File: src/rtl/wb_commit_pkg.sv
// wb_commit_pkg: shared types and constants for the writeback/commit stage.
// Provides the RUN/FLUSH state enum, lsu_op load encodings, exception
// ecodes and the etype-bit -> exception-info lookup.
package wb_commit_pkg;

    typedef enum logic {RUN, FLUSH} state_e;

    localparam logic [3:0] LSU_B  = 4'b0000;
    localparam logic [3:0] LSU_H  = 4'b0001;
    localparam logic [3:0] LSU_W  = 4'b0010;
    localparam logic [3:0] LSU_BU = 4'b1000;
    localparam logic [3:0] LSU_HU = 4'b1001;

    localparam logic [5:0] ECODE_INT  = 6'h00;
    localparam logic [5:0] ECODE_PIL  = 6'h01;
    localparam logic [5:0] ECODE_PIS  = 6'h02;
    localparam logic [5:0] ECODE_PIF  = 6'h03;
    localparam logic [5:0] ECODE_PME  = 6'h04;
    localparam logic [5:0] ECODE_PPI  = 6'h07;
    localparam logic [5:0] ECODE_ADE  = 6'h08;
    localparam logic [5:0] ECODE_ALE  = 6'h09;
    localparam logic [5:0] ECODE_SYS  = 6'h0B;
    localparam logic [5:0] ECODE_BRK  = 6'h0C;
    localparam logic [5:0] ECODE_INE  = 6'h0D;
    localparam logic [5:0] ECODE_IPE  = 6'h0E;
    localparam logic [5:0] ECODE_TLBR = 6'h3F;

    // Where the reported bad virtual address comes from.
    typedef enum logic [1:0] {BV_NONE, BV_PC, BV_BADV} badv_src_e;

    typedef struct packed {
        logic [5:0] ecode;
        logic [8:0] esub;
        badv_src_e  src;
        logic       tlb;
    } exc_info_t;

    // Exception info for etype bit b (b is the lowest set bit, i.e. the winner).
    function automatic exc_info_t exc_info(input logic [3:0] b);
        case (b)
            4'd0:    return '{ECODE_INT,  9'd0, BV_NONE, 1'b0};
            4'd1:    return '{ECODE_ADE,  9'd0, BV_PC,   1'b0};
            4'd2:    return '{ECODE_TLBR, 9'd0, BV_PC,   1'b1};
            4'd3:    return '{ECODE_PIF,  9'd0, BV_PC,   1'b1};
            4'd4:    return '{ECODE_PPI,  9'd0, BV_PC,   1'b1};
            4'd5:    return '{ECODE_SYS,  9'd0, BV_NONE, 1'b0};
            4'd6:    return '{ECODE_BRK,  9'd0, BV_NONE, 1'b0};
            4'd7:    return '{ECODE_INE,  9'd0, BV_NONE, 1'b0};
            4'd8:    return '{ECODE_IPE,  9'd0, BV_NONE, 1'b0};
            4'd9:    return '{ECODE_ALE,  9'd0, BV_BADV, 1'b0};
            4'd10:   return '{ECODE_ADE,  9'd1, BV_BADV, 1'b0};
            4'd11:   return '{ECODE_TLBR, 9'd0, BV_BADV, 1'b1};
            4'd12:   return '{ECODE_PME,  9'd0, BV_BADV, 1'b1};
            4'd13:   return '{ECODE_PPI,  9'd0, BV_BADV, 1'b1};
            4'd14:   return '{ECODE_PIS,  9'd0, BV_BADV, 1'b1};
            default: return '{ECODE_PIL,  9'd0, BV_BADV, 1'b1};
        endcase
    endfunction

endpackage

File: src/rtl/wb_load_align.sv
// wb_load_align: combinational load-data alignment and extension for one lane.
// Ports: ram_rd_data_i (raw memory word), rw_data_i (bits [1:0] = byte offset,
// also the fallback result), lsu_op_i (load type), data_o (aligned result).
module wb_load_align
    import wb_commit_pkg::*;
#(
    parameter int DATA_W = 32
) (
    input  logic [DATA_W-1:0] ram_rd_data_i,
    input  logic [DATA_W-1:0] rw_data_i,
    input  logic [3:0]        lsu_op_i,
    output logic [DATA_W-1:0] data_o
);

    logic [DATA_W-1:0] sh;

    assign sh = ram_rd_data_i >> {rw_data_i[1:0], 3'b000};

    always_comb
        data_o = lsu_op_i == LSU_W  ? sh :
                 lsu_op_i == LSU_B  ? {{(DATA_W-8){sh[7]}}, sh[7:0]} :
                 lsu_op_i == LSU_H  ? {{(DATA_W-16){sh[15]}}, sh[15:0]} :
                 lsu_op_i == LSU_BU ? {{(DATA_W-8){1'b0}}, sh[7:0]} :
                 lsu_op_i == LSU_HU ? {{(DATA_W-16){1'b0}}, sh[15:0]} :
                 rw_data_i;

endmodule

File: src/rtl/wb_commit_stage.sv
// wb_commit_stage: registers a commit bundle, writes back lanes older than the
// first trapping lane, reports the trap (exception or ertn) and discards
// bundles for FLUSH_CYCLES cycles afterwards.
// Ports: clk/rst_n; in_valid_i/in_ready_o handshake; per-lane bundle inputs
// (pc, writeback, load info, etype, badv, is_ertn, ram data); per-lane
// register-file writes and debug pc; exception/ertn report and flush pulse.
module wb_commit_stage
    import wb_commit_pkg::*;
#(
    parameter int LANES        = 2,
    parameter int DATA_W       = 32,
    parameter int ADDR_W       = 32,
    parameter int REG_W        = 5,
    parameter int ETYPE_W      = 16,
    parameter int FLUSH_CYCLES = 2
) (
    input  logic                              clk,
    input  logic                              rst_n,
    input  logic                              in_valid_i,
    output logic                              in_ready_o,
    input  logic [LANES-1:0][ADDR_W-1:0]      in_pc_i,
    input  logic [LANES-1:0]                  in_rw_en_i,
    input  logic [LANES-1:0][REG_W-1:0]       in_rw_addr_i,
    input  logic [LANES-1:0][DATA_W-1:0]      in_rw_data_i,
    input  logic [LANES-1:0]                  in_ram_rd_en_i,
    input  logic [LANES-1:0][3:0]             in_lsu_op_i,
    input  logic [LANES-1:0][ETYPE_W-1:0]     in_etype_i,
    input  logic [LANES-1:0][ADDR_W-1:0]      in_badv_i,
    input  logic [LANES-1:0]                  in_is_ertn_i,
    input  logic [LANES-1:0][DATA_W-1:0]      ram_rd_data_i,
    output logic [LANES-1:0]                  rf_we_o,
    output logic [LANES-1:0][REG_W-1:0]       rf_waddr_o,
    output logic [LANES-1:0][DATA_W-1:0]      rf_wdata_o,
    output logic [LANES-1:0][ADDR_W-1:0]      dbg_pc_o,
    output logic                              exc_valid_o,
    output logic [5:0]                        exc_ecode_o,
    output logic [8:0]                        exc_esubcode_o,
    output logic [ADDR_W-1:0]                 exc_pc_o,
    output logic                              exc_badv_valid_o,
    output logic [ADDR_W-1:0]                 exc_badv_o,
    output logic                              exc_tlb_o,
    output logic [18:0]                       exc_tlb_vppn_o,
    output logic                              ertn_valid_o,
    output logic                              flush_o
);

    localparam int CNT_W = FLUSH_CYCLES > 1 ? $clog2(FLUSH_CYCLES) : 1;
    localparam int KW    = LANES > 1 ? $clog2(LANES) : 1;
    localparam int NB    = ETYPE_W < 16 ? ETYPE_W : 16;

    typedef struct packed {
        logic [LANES-1:0]             we;
        logic [LANES-1:0][REG_W-1:0]  waddr;
        logic [LANES-1:0][DATA_W-1:0] wdata;
        logic [LANES-1:0][ADDR_W-1:0] pc;
        logic                         exc;
        logic [5:0]                   ecode;
        logic [8:0]                   esub;
        logic [ADDR_W-1:0]            epc;
        logic                         bv;
        logic [ADDR_W-1:0]            badv;
        logic                         tlb;
        logic [18:0]                  vppn;
        logic                         ertn;
        logic                         flush;
    } out_t;

    state_e                      state_q;
    logic [CNT_W-1:0]            cnt_q;
    out_t                        out_d, out_q;
    logic                        live, blocked, trap;
    logic [KW-1:0]               k;
    logic [ETYPE_W-1:0]          sel_etype;
    logic [3:0]                  bsel;
    exc_info_t                   info;
    logic [ADDR_W-1:0]           sel_badv;
    logic [LANES-1:0][DATA_W-1:0] ld_data;

    for (genvar l = 0; l < LANES; l++) begin : g_lane
        wb_load_align #(.DATA_W(DATA_W)) u_align (
            .ram_rd_data_i (ram_rd_data_i[l]),
            .rw_data_i     (in_rw_data_i[l]),
            .lsu_op_i      (in_lsu_op_i[l]),
            .data_o        (ld_data[l])
        );
    end

    assign in_ready_o = state_q == RUN || state_q == FLUSH;
    // Bundles accepted during the flush window are swallowed here.
    assign live = in_valid_i && in_ready_o && state_q == RUN;

    always_comb begin
        out_d   = '0;
        blocked = 1'b0;
        k       = '0;
        for (int i = 0; i < LANES; i++) begin
            trap = in_etype_i[i] != '0 || in_is_ertn_i[i];
            if (trap && !blocked) k = KW'(i);
            // blocked covers the trapping lane itself and every younger lane
            blocked           = blocked | trap;
            out_d.we[i]       = in_rw_en_i[i] && !blocked;
            out_d.waddr[i]    = in_rw_addr_i[i];
            out_d.wdata[i]    = in_ram_rd_en_i[i] ? ld_data[i] : in_rw_data_i[i];
            out_d.pc[i]       = in_pc_i[i];
        end
        sel_etype = in_etype_i[k];
        bsel      = '0;
        for (int b = NB - 1; b >= 0; b--)
            if (sel_etype[b]) bsel = 4'(b);
        info       = exc_info(bsel);
        sel_badv   = info.src == BV_PC ? in_pc_i[k] : info.src == BV_BADV ? in_badv_i[k] : '0;
        out_d.exc  = blocked && sel_etype != '0;
        out_d.ertn = blocked && sel_etype == '0;
        out_d.flush = blocked;
        out_d.epc   = blocked ? in_pc_i[k] : '0;
        out_d.ecode = out_d.exc ? info.ecode : '0;
        out_d.esub  = out_d.exc ? info.esub : '0;
        out_d.bv    = out_d.exc && info.src != BV_NONE;
        out_d.badv  = out_d.exc ? sel_badv : '0;
        out_d.tlb   = out_d.exc && info.tlb;
        out_d.vppn  = out_d.tlb ? sel_badv[31:13] : '0;
        if (!live) out_d = '0;
    end

    always_ff @(posedge clk or negedge rst_n) begin
        if (!rst_n) begin
            state_q <= RUN;
            cnt_q   <= '0;
            out_q   <= '0;
        end else begin
            out_q <= out_d;
            if (out_d.flush) begin
                state_q <= FLUSH;
                cnt_q   <= CNT_W'(FLUSH_CYCLES - 1);
            end else if (state_q == FLUSH) begin
                if (cnt_q == '0) state_q <= RUN;
                else cnt_q <= cnt_q - 1'b1;
            end
        end
    end

    assign rf_we_o          = out_q.we;
    assign rf_waddr_o       = out_q.waddr;
    assign rf_wdata_o       = out_q.wdata;
    assign dbg_pc_o         = out_q.pc;
    assign exc_valid_o      = out_q.exc;
    assign exc_ecode_o      = out_q.ecode;
    assign exc_esubcode_o   = out_q.esub;
    assign exc_pc_o         = out_q.epc;
    assign exc_badv_valid_o = out_q.bv;
    assign exc_badv_o       = out_q.badv;
    assign exc_tlb_o        = out_q.tlb;
    assign exc_tlb_vppn_o   = out_q.vppn;
    assign ertn_valid_o     = out_q.ertn;
    assign flush_o          = out_q.flush;

endmodule
File: config.mk
export PLATFORM = sky130hd
export DESIGN_NAME = wb_commit_stage
export DESIGN_NICKNAME = d
export VERILOG_FILES = /design/src/rtl/wb_commit_pkg.sv /design/src/rtl/wb_load_align.sv /design/src/rtl/wb_commit_stage.sv
export SDC_FILE = /design/constraint.sdc
export NUM_CORES = 1
export LEC_CHECK = 0
export BUFFER_PORTS_ARGS = -buffer_cell sky130_fd_sc_hd__buf_2
export CAP_MARGIN = 15
export CORE_AREA = 2 2 218 220
export DETAILED_ROUTE_END_ITERATION = 6
export DIE_AREA = 0 0 220 222
export PLACE_DENSITY_LB_ADDON = 0.15
export SETUP_SLACK_MARGIN = 0.5
export SYNTH_ARGS = -nofsm -noshare
export SYNTH_HDL_FRONTEND = slang
export SYNTH_SLANG_ARGS = --single-unit
File: constraint.sdc
create_clock -name clk -period 2.3 [get_ports clk]
set_clock_uncertainty 0.1 [all_clocks]
set_input_delay 0.345 -clock clk [delete_from_list [all_inputs] [get_ports clk]]
set_output_delay 0.345 -clock clk [all_outputs]
set_load 0.005 [all_outputs]
==> results of run 1 <==
power groups by stage:
stage,registers (W),clock network [W],logic [W]
after floorplan,0.00504,0,0.00124
after global placement,0.00497,0,0.00299
after detailed placement,0.00497,0,0.00300
after CTS,0.00490,0.00494,0.00348
after global routing,0.00495,0.00511,0.00388
final,0.00490,0.00480,0.00357
cell usage after synthesis (2+ instances only):
| master | n |
|---|---|
| ha_1 | 3 |
| mux2_2 | 14 |
| a2111oi_2 | 2 |
| conb_1 | 2 |
| o21ai_1 | 2 |
| and3_1 | 35 |
| o22ai_1 | 2 |
| nand3_1 | 5 |
| a31o_2 | 2 |
| nor2_1 | 59 |
| nor2b_1 | 8 |
| buf_2 | 5 |
| a211oi_2 | 16 |
| dfrtp_1 | 236 |
| buf_6 | 5 |
| o221a_2 | 2 |
| or4_1 | 5 |
| a31oi_1 | 5 |
| a21oi_1 | 154 |
| nor3_1 | 12 |
| or3_1 | 3 |
| o211a_1 | 4 |
| o22a_1 | 14 |
| a311oi_1 | 33 |
| o21ai_0 | 38 |
| or2_2 | 5 |
| clkbuf_1 | 81 |
| inv_1 | 5 |
| a32o_1 | 2 |
| o211ai_1 | 4 |
| o31ai_1 | 3 |
| o21a_1 | 6 |
| a21o_1 | 2 |
| buf_1 | 8 |
| a211oi_1 | 82 |
| nor4_1 | 5 |
| and2_1 | 77 |
| or4_4 | 2 |
| mux2i_1 | 46 |
| buf_4 | 10 |
| o311ai_0 | 2 |
| nand2_1 | 161 |
cell families after synthesis:
kind of cell / count (synthesis)
AOI/OAI and AO/OA: 387
adders and majority gates: 3
buffers and inverters: 114
DFF: 236
muxes: 60
other: 2
and+or+nand+nor: 380
layout make-up:
class,count,area share (%)
clock buffers,38,4.05
inverters,5,0.105
multi-input cells,841,29.2
flip-flops and latches,236,29.2
clock inverters,16,0.921
diodes,6,0.0742
repair buffers,911,32.8
well taps,607,3.75
layer usage:
metal / GRT usage [%] / up-vias / routed length, um
met5: 0 / - / 0
met4: 5.37 / 0 / 1080
met3: 3.42 / 79 / 3230
met2: 35.3 / 482 / 26000
met1: 27.0 / 6167 / 22700
li1: - / 5948 / -
repair_timing:
item                       in CTS  in global routing
hold endpoints to repair      218                  0
hold buffers                  153                  0
setup buffers                  19                  4
gates resized for setup        73                 55
cloned                         15                  6
setup endpoints to repair      97                130
pin swaps                      34                 15
critical path: cells and delay by family:
family,cells,cell delay [ps]
adder cells (fa/ha/maj),1,160
AND/OR/NAND/NOR,4,1340
buffers and inverters,5,570
AO/OA/AOI/OAI,5,990
metrics by stage:
step / total power [W] / setup WS (ps) / std cells
3_3_place_gp: 0.00796 / -1340 / 2403
6_report: 0.0133 / -751 / 2660
4_1_cts: 0.0133 / -727 / 2644
5_1_grt: 0.0139 / -844 / 2659
3_5_place_dp: 0.00797 / -1400 / 2403
2_1_floorplan: 0.00628 / -1220 / 1189
worst max-delay path by stage:
stage,slack (ps),to,cells after the start,start
final,-750,exc_badv_o[27],15,in_etype_i[19]
after global routing,-840,exc_tlb_vppn_o[17],14,in_etype_i[19]
after CTS,-730,exc_ecode_o[1],11,in_etype_i[19]
after detailed placement,-1400,exc_ecode_o[1],11,in_etype_i[20]
after global placement,-1340,exc_ecode_o[1],11,in_etype_i[20]
after floorplan,-1220,exc_ecode_o[1],10,in_etype_i[20]
flip-flops by register name (all words and copies together), names as in the netlist:
name and cells:
exc_ecode_o 5, dbg_pc_o 64, state_q 1, rf_we_o 2
exc_tlb_vppn_o 19, rf_wdata_o 64, ertn_valid_o 1, exc_tlb_o 1
exc_esubcode_o 1, rf_waddr_o 10, exc_valid_o 1, exc_badv_o 32
exc_badv_valid_o 1, cnt_q 1, exc_pc_o 32, flush_o 1
==> impl_metrics.yaml, run 1 <==
floorplan:
  die_width_um: 220
  rows: 79
  core_area_um2: 46300
  die-area_um2: 48800
  start_util_pct: 25.0
  ioPinCount: 559
  die_h_um: 222
cells_and_area:
  design_area_um2: 20200
  regArea_um2: 5910
  nets: 2342
  multi_input_area_um2: 5900
  fin_util_pct: 43.8
  layout_common_cells: "buf_2, dfrtp_1, dlygate4sd3_1"
  syn_to_final_growth_pct: 75.0
  n_fill_cell: 4558
  final_common_cell: "buf_2"
  drive_gt1_share_pct: 48.5
sta:
  period_minus_slack_ps: 3050
  rsz0062_at_grt: "true"
  finalSetupTns_ps: -42420
  final.setup.worst_slack_ps: -751
  finalSetupViolations: 83
  period_share_pct: 133
  slew_viol_final: 0
  maxSlewHeadroom_pct: 49.6
  fmax_mhz: 328
  hold_ws_ps: 39.9
  tightest_slew_ps: 756
  hold_viol_final: 0
synthesis:
  synth_top_family_by_area: "compound AO/OA/AOI/OAI gates"
  ys_seq_area_share_pct: 51.1
  synth_top_area_cell: "dfrtp_1"
  synth_compound_area_share_pct: 23.0
  synth_top_area_share_pct: 51.1
  synthAdderAreaFrac_pct: 0.325
  avgSynthCellArea_um2: 9.79
  synth_area_leaders: "dfrtp_1, a21oi_1, a211oi_1, nand2_1, and2_1"
  yosysWarnings: 0
  synthMuxAreaShare_pct: 5.34
  syn_inst: 1182
  synth_cell_types: 57
  ys.flop_type: "dfrtp_1"
  synth-simple-area-share_pct: 15.8
  ys_async_sr_fraction_pct: 100
  synth_edf_count: 0
  synth-seq-cells: 236
  synthXorXnorAreaFrac_pct: 0
  synth_area_um2: 11600
drt:
  remaining_drc_errors: 0
  drt-pass1-iter-count: 5
  routed_wl_um: 53000
  wl_per_cell_um: 19.9
  drt_iter0_markers: 691
  vias: 12676
  ant_nets: 0
  via_per_inst: 4.77
setup_path:
  crit_arrival_ps: 3430
  path_max_fanout: 7
  crit_path_top_delay_cell: "or4_4"
  crit_required_ps: 2680
  slowest_delay_ps: 560
  critPathKind: "in -> reg"
  reg2reg_to: "exc_ecode_o[1]"
  ff2ff_setup_slack_ps: 300
  start_kind: "primary input"
  r2r_cells: 5
  worst_r2r_startpoint: "state_q"
  crit_chain: "buf_6, or4_4, or4_4, o211a_4, a2111oi_4, nand2_2, o21ai_4, inv_2, buf_6, ha_4, o21ai_4, nand2_8, buf_12, buf_16, a211oi_2"
  cp-end-kind: "flop"
hold_path:
  worstHoldPathCells: 3
  hp-class: "in -> reg"
  hold_end: "rf_wdata_o[62]"
  worstHoldStart: "ram_rd_data_i[62]"
placed_design:
  hpwlAfterDp_um: 38100
  portBuffers: 549
  placed_area_um2: 16400
  gp_congestion: 0.864
power:
  p_seq_share_pct: 36.9
  p_clk_share_pct: 36.2
  pwr_density_cell_nw_per_um2: 656
  p_switching_w: 0.00397
  switching_share_pct: 29.9
  intPower_w: 0.00931
  leakagePower_nw: 10.3
  combPwrFrac_pct: 26.9
  ir_drop_uv: 546
grt:
  grt_pass1_vias: 13101
  grt_overflow: 0
  grt_max_degree: 66
  grt_pass1_wl_um: 78400
  gr-usage-all-layers_pct: 20.7
  antenna_found_initial: 6
clock_tree:
  cts_tree: "built"
  clockBufferDepth: 3
  cts_made_buffers: 29
  cts_num_sinks: 236
  h-tree-depth: 1
  clk_pin_slew_ps: 60
  clkLatencyLatePin_ps: 570
  root_buffer: "clkbuf_16"
run_status:
  violations: "negative setup slack"
  status: "finished, violations left"
run:
  cap_violations: 0
Power figures use the tool's default switching activity.
==> run 2: changes to the inputs <==
==> constraint.sdc (replaced) <==
create_clock -name clk -period 3.6 [get_ports clk]
set_clock_uncertainty 0.1 [all_clocks]
set_input_delay 0.54 -clock clk [delete_from_list [all_inputs] [get_ports clk]]
set_output_delay 0.54 -clock clk [all_outputs]
set_load 0.005 [all_outputs]
==> run 2 against run 1 <==
Non-clock buffer count decreased by 270. The flow now finishes without violations. Largest power group unchanged. Via count shrank 9.2%. Setup slack improved by 1100 ps. First-iteration DRC count fell by 1.2%. Hold slack improved by 39 ps. Count of clock-buffer cells in the layout up 2. Critical endpoint is now exc_tlb_vppn_o[1]. Sequential share of layout area is 5.9 points higher.
==> impl_metrics.yaml, run 2 (synthesis results as in run 1) <==
clock_tree:
  cts_num_sinks: 236
  clockBufferDepth: 3
  clkLatencyLatePin_ps: 560
  clk_pin_slew_ps: 60
  root_buffer: "clkbuf_16"
  cts_tree: "built"
  h-tree-depth: 1
  cts_made_buffers: 29
floorplan:
  start_util_pct: 25.0
  rows: 79
  ioPinCount: 559
  die_h_um: 222
  die-area_um2: 48800
  core_area_um2: 46300
  die_width_um: 220
placed_design:
  dp.cells: 2317
  portBuffers: 549
  gp_congestion: 0.853
  hpwlAfterDp_um: 37600
drt:
  wl_met1_um: 19100
  drt_iter0_markers: 683
  ant_nets: 0
  via_per_inst: 4.83
  highest_layer: "met5"
  remaining_drc_errors: 0
  dr_wl_met3_um: 4490
  drt-pass1-iter-count: 6
  routed_wl_um: 49400
  vias: 11507
  wl_per_cell_um: 20.8
  wl_met2_um: 24300
power:
  pwr_density_cell_nw_per_um2: 472
  ir_drop_uv: 342
  total_power_w: 0.00795
  leakagePower_nw: 8.72
setup_path:
  critPathKind: "in -> reg"
  crit_arrival_ps: 3550
  crit_required_ps: 3910
  start_kind: "primary input"
  path_max_fanout: 18
  cp-end-kind: "flop"
run_status:
  status: "completed"
grt:
  grt_overflow: 0
  grt_max_degree: 84
  antenna_found_initial: 9
  grt_pass1_wl_um: 72600
  gr-usage-all-layers_pct: 19.4
  grt_pass1_vias: 11864
sta:
  tightest_slew_ps: 899
  maxSlewHeadroom_pct: 39.4
  rsz0062_at_grt: "true"
  hold_viol_final: 0
  finalSetupViolations: 0
  period_share_pct: 90.2
  fmax_mhz: 308
  period_minus_slack_ps: 3250
  slew_viol_final: 0
cells_and_area:
  nets: 2070
  final_common_cell: "buf_2"
  instances_no_fill: 2381
  fin_util_pct: 36.4
  layout_common_cells: "buf_2, dfrtp_1, nand2_1"
  syn_to_final_growth_pct: 45.5
  drive_gt1_share_pct: 44.8
run:
  cap_violations: 0
hold_path:
  hp-class: "in -> reg"
==> run 2: repair_timing <==
| action | CTS | global route |
|---|---|---|
| buffers inserted | 5 | 3 |
| hold buffers | 1 | 0 |
| resized for setup | 32 | 23 |
| hold endpoints to repair | 79 | 0 |
| setup endpoints to repair | 55 | 56 |
| pin swaps | 19 | 10 |
| gates cloned | 2 | 0 |
==> run 2: final cells by class <==
cell class | count | area, um2
antenna | 2 | 5.00
clock buffer | 40 | 807
clock inverter | 11 | 149
fill | 4838 | 29400
inverter | 5 | 21.3
multi-input combinational | 839 | 5540
sequential | 236 | 5910
tap | 607 | 759
timing repair buffer | 641 | 3640
==> run 2: worst paths after layout <==
kind,startpoint,to,slack [ps],cells after the start
max in group asynchronous,rst_n,dbg_pc_o[37],1940,3
max reg2reg,state_q,exc_badv_o[19],1190,6
min in group asynchronous,rst_n,exc_pc_o[19],470,2
max,in_etype_i[16],exc_tlb_vppn_o[1],350,14
min,in_rw_addr_i[6],rf_waddr_o[6],80,2
min reg2reg,cnt_q,state_q,390,2
==> run 2: power breakdown <==
group / internal, W / switching [W] / total, W
clock network: 0.00178 / 0.00120 / 0.00298
registers: 0.00302 / 0.000118 / 0.00313
logic: 0.000788 / 0.00105 / 0.00184
==> run 2: critical path, stage by stage <==
cell	delay (ps)
buf_6	90
or4_4	530
or4_4	560
o211a_4	290
a221oi_2	270
a2bb2oi_2	280
o21ai_4	100
buf_6	130
ha_4	160
inv_4	60
a211oi_4	50
o21ai_2	220
buf_12	200
a211oi_1	60
==> run 2: per-layer routing <==
layer | GRT usage, % | up-vias
met3 | 5.98 | 75
met4 | 5.80 | 14
met5 | 0 | -
met2 | 33.7 | 453
met1 | 22.6 | 5577
li1 | - | 5388
==> run 2: per-stage QoR <==
stage / cell area, um2 / setup WS, ps / setup TNS (ps) / hold slack [ps]
after floorplan: 11800 / -112 / -722 / 144
after global placement: 15500 / -268 / -11090 / 362
after detailed placement: 15500 / -310 / -13830 / 373
after CTS: 16700 / 394 / 0 / 47.6
after global routing: 16800 / 293 / 0 / 57.4
final: 16800 / 354 / 0 / 79.0
==> run 3: changes to the inputs <==
--- a/config.mk
+++ b/config.mk
@@ -7,9 +7,9 @@
 export LEC_CHECK = 0
 export BUFFER_PORTS_ARGS = -buffer_cell sky130_fd_sc_hd__buf_2
 export CAP_MARGIN = 15
-export CORE_AREA = 2 2 218 220
+export CORE_AREA = 2 2 214 216
 export DETAILED_ROUTE_END_ITERATION = 6
-export DIE_AREA = 0 0 220 222
+export DIE_AREA = 0 0 216 218
 export PLACE_DENSITY_LB_ADDON = 0.15
 export SETUP_SLACK_MARGIN = 0.5
 export SYNTH_ARGS = -nofsm -noshare
==> run 3 against run 2 <==
Global-route usage up 0.50 points. Final cell count about the same. Critical path depth up 1. Hold slack better by 2.4 ps. First-iteration DRC count down 2.9%. Power down 0.92%. Final area down 0.66%. Die area down 3.6%. Setup slack worse by 39 ps. Utilization up 0.86 points. Wire length down 1.0%. Critical endpoint is now exc_tlb_vppn_o[17].
==> impl_metrics.yaml, run 3 (synthesis results as in run 1) <==
setup_path:
  cp_top_family: "simple AND/OR/NAND/NOR gates"
  worst-path-buf-inv: 5
  start_kind: "primary input"
  crit_required_ps: 3960
  cp-end-kind: "flop"
  crit_arrival_ps: 3640
  crit_path_top_delay_cell: "or4_4"
  path_max_fanout: 18
  crit_chain: "buf_6, or4_4, or4_4, o211a_4, a2111oi_4, nand2_2, o21ai_4, inv_2, buf_6, ha_4, o21ai_4, buf_4, o21ai_2, buf_12, a211oi_1"
  slowest_delay_ps: 560
  critPathKind: "in -> reg"
sta:
  period_share_pct: 91.3
  maxSlewHeadroom_pct: 41.6
  rsz0062_at_grt: "true"
  final.setup.worst_slack_ps: 315
  finalSetupTns_ps: 0
  hold_viol_final: 0
  fmax_mhz: 304
  slew_viol_final: 0
  finalSetupViolations: 0
  tightest_slew_ps: 867
  period_minus_slack_ps: 3290
placed_design:
  hpwlAfterDp_um: 37200
  portBuffers: 549
  dp_slack_ps: -290
  dp.cells: 2312
  gp_congestion: 0.957
drt:
  drt_iter0_markers: 663
  via_per_inst: 4.87
  remaining_drc_errors: 0
  routed_wl_um: 48900
  vias: 11601
  ant_nets: 0
  wl_per_cell_um: 20.6
  drt-pass1-iter-count: 5
power:
  pwr_density_cell_nw_per_um2: 471
  ir_drop_uv: 367
  leakagePower_nw: 8.73
grt:
  grt_pass1_vias: 11584
  grt_pass1_wl_um: 72100
  grt_max_degree: 85
  antenna_found_initial: 9
  grt_overflow: 0
  gr-usage-all-layers_pct: 19.9
clock_tree:
  cts_num_sinks: 236
  h-tree-depth: 1
  clk_pin_slew_ps: 60
  clkLatencyLatePin_ps: 550
  clockBufferDepth: 3
  root_buffer: "clkbuf_16"
  cts_tree: "built"
  cts_made_buffers: 29
cells_and_area:
  nets: 2075
  layout_common_cells: "buf_2, dfrtp_1, nand2_1"
  fin_util_pct: 37.2
  syn_to_final_growth_pct: 44.5
  final_common_cell: "buf_2"
  instances_no_fill: 2380
  n_fill_cell: 4698
  drive_gt1_share_pct: 43.4
floorplan:
  core_area_um2: 44900
  rows: 78
  die_h_um: 218
  ioPinCount: 559
  die-area_um2: 47100
  die_width_um: 216
  start_util_pct: 25.8
run_status:
  status: "completed"
run:
  cap_violations: 0
hold_path:
  hp-class: "in -> reg"
[run 3: metal layers]
metal | up-vias | wire [um] | global-route usage, %
li1 | 5395 | - | -
met2 | 478 | 23700 | 33.9
met1 | 5646 | 19600 | 24.1
met5 | - | 69 | 0
met3 | 70 | 4610 | 6.68
met4 | 12 | 1010 | 4.82
[run 3: worst reg2reg max path, stage by stage (launching register included)]
cell and delay, ps:
dfrtp_1 430, nand2b_2 210, a21o_1 270, a21oi_1 730, nand2_8 240, buf_12 230
a211oi_1 220
[run 3: final timing paths]
path | from | endpoint | slack (ps) | cells past startpoint
min in group asynchronous | rst_n | rf_wdata_o[63] | 440 | 2
hold reg to reg | cnt_q | state_q | 380 | 2
setup reg to reg | state_q | exc_badv_o[22] | 1090 | 6
hold / removal | in_rw_addr_i[8] | rf_waddr_o[8] | 80 | 2
setup / recovery | in_etype_i[16] | exc_tlb_vppn_o[17] | 310 | 15
max in group asynchronous | rst_n | dbg_pc_o[4] | 2050 | 3
[run 3: power breakdown]
part / leakage (nW) / total (W) / internal (W) / switching (W)
clock: 0.463 / 0.00292 / 0.00175 / 0.00116
sequential: 3.18 / 0.00312 / 0.00302 / 0.000102
combinational: 5.09 / 0.00184 / 0.000798 / 0.00104
total: 8.73 / 0.00788 / 0.00557 / 0.00231
[run 3: what timing repair did]
item | in CTS | in global routing
endpoints found under the hold margin | 79 | 0
resized for setup | 15 | 9
endpoints found under the setup margin | 54 | 56
buffers inserted | 7 | 3
pin swaps | 12 | 5
gates cloned | 2 | 1
hold buffers | 1 | 0
[run 3: layout make-up]
| type | instances | area (um2) | share of cell area, % |
|---|---|---|---|
| multi-input cells | 839 | 5390 | 32.2 |
| repair buffers | 646 | 3700 | 22.1 |
| well taps | 600 | 751 | 4.49 |
| flip-flops and latches | 236 | 5910 | 35.3 |
| clock buffers | 41 | 841 | 5.03 |
| clock inverters | 8 | 104 | 0.621 |
| diodes | 5 | 12.5 | 0.0749 |
| inverters | 5 | 18.8 | 0.112 |
[run 3: stage by stage]
| step | total power (W) | hold WS (ps) | cell area [um2] |
|---|---|---|---|
| after floorplan | 0.00395 | 144 | 11800 |
| after global placement | 0.00495 | 367 | 15500 |
| after detailed placement | 0.00496 | 376 | 15500 |
| after CTS | 0.00798 | 40.6 | 16600 |
| after global routing | 0.00829 | 52.7 | 16700 |
| final | 0.00788 | 81.3 | 16700 |
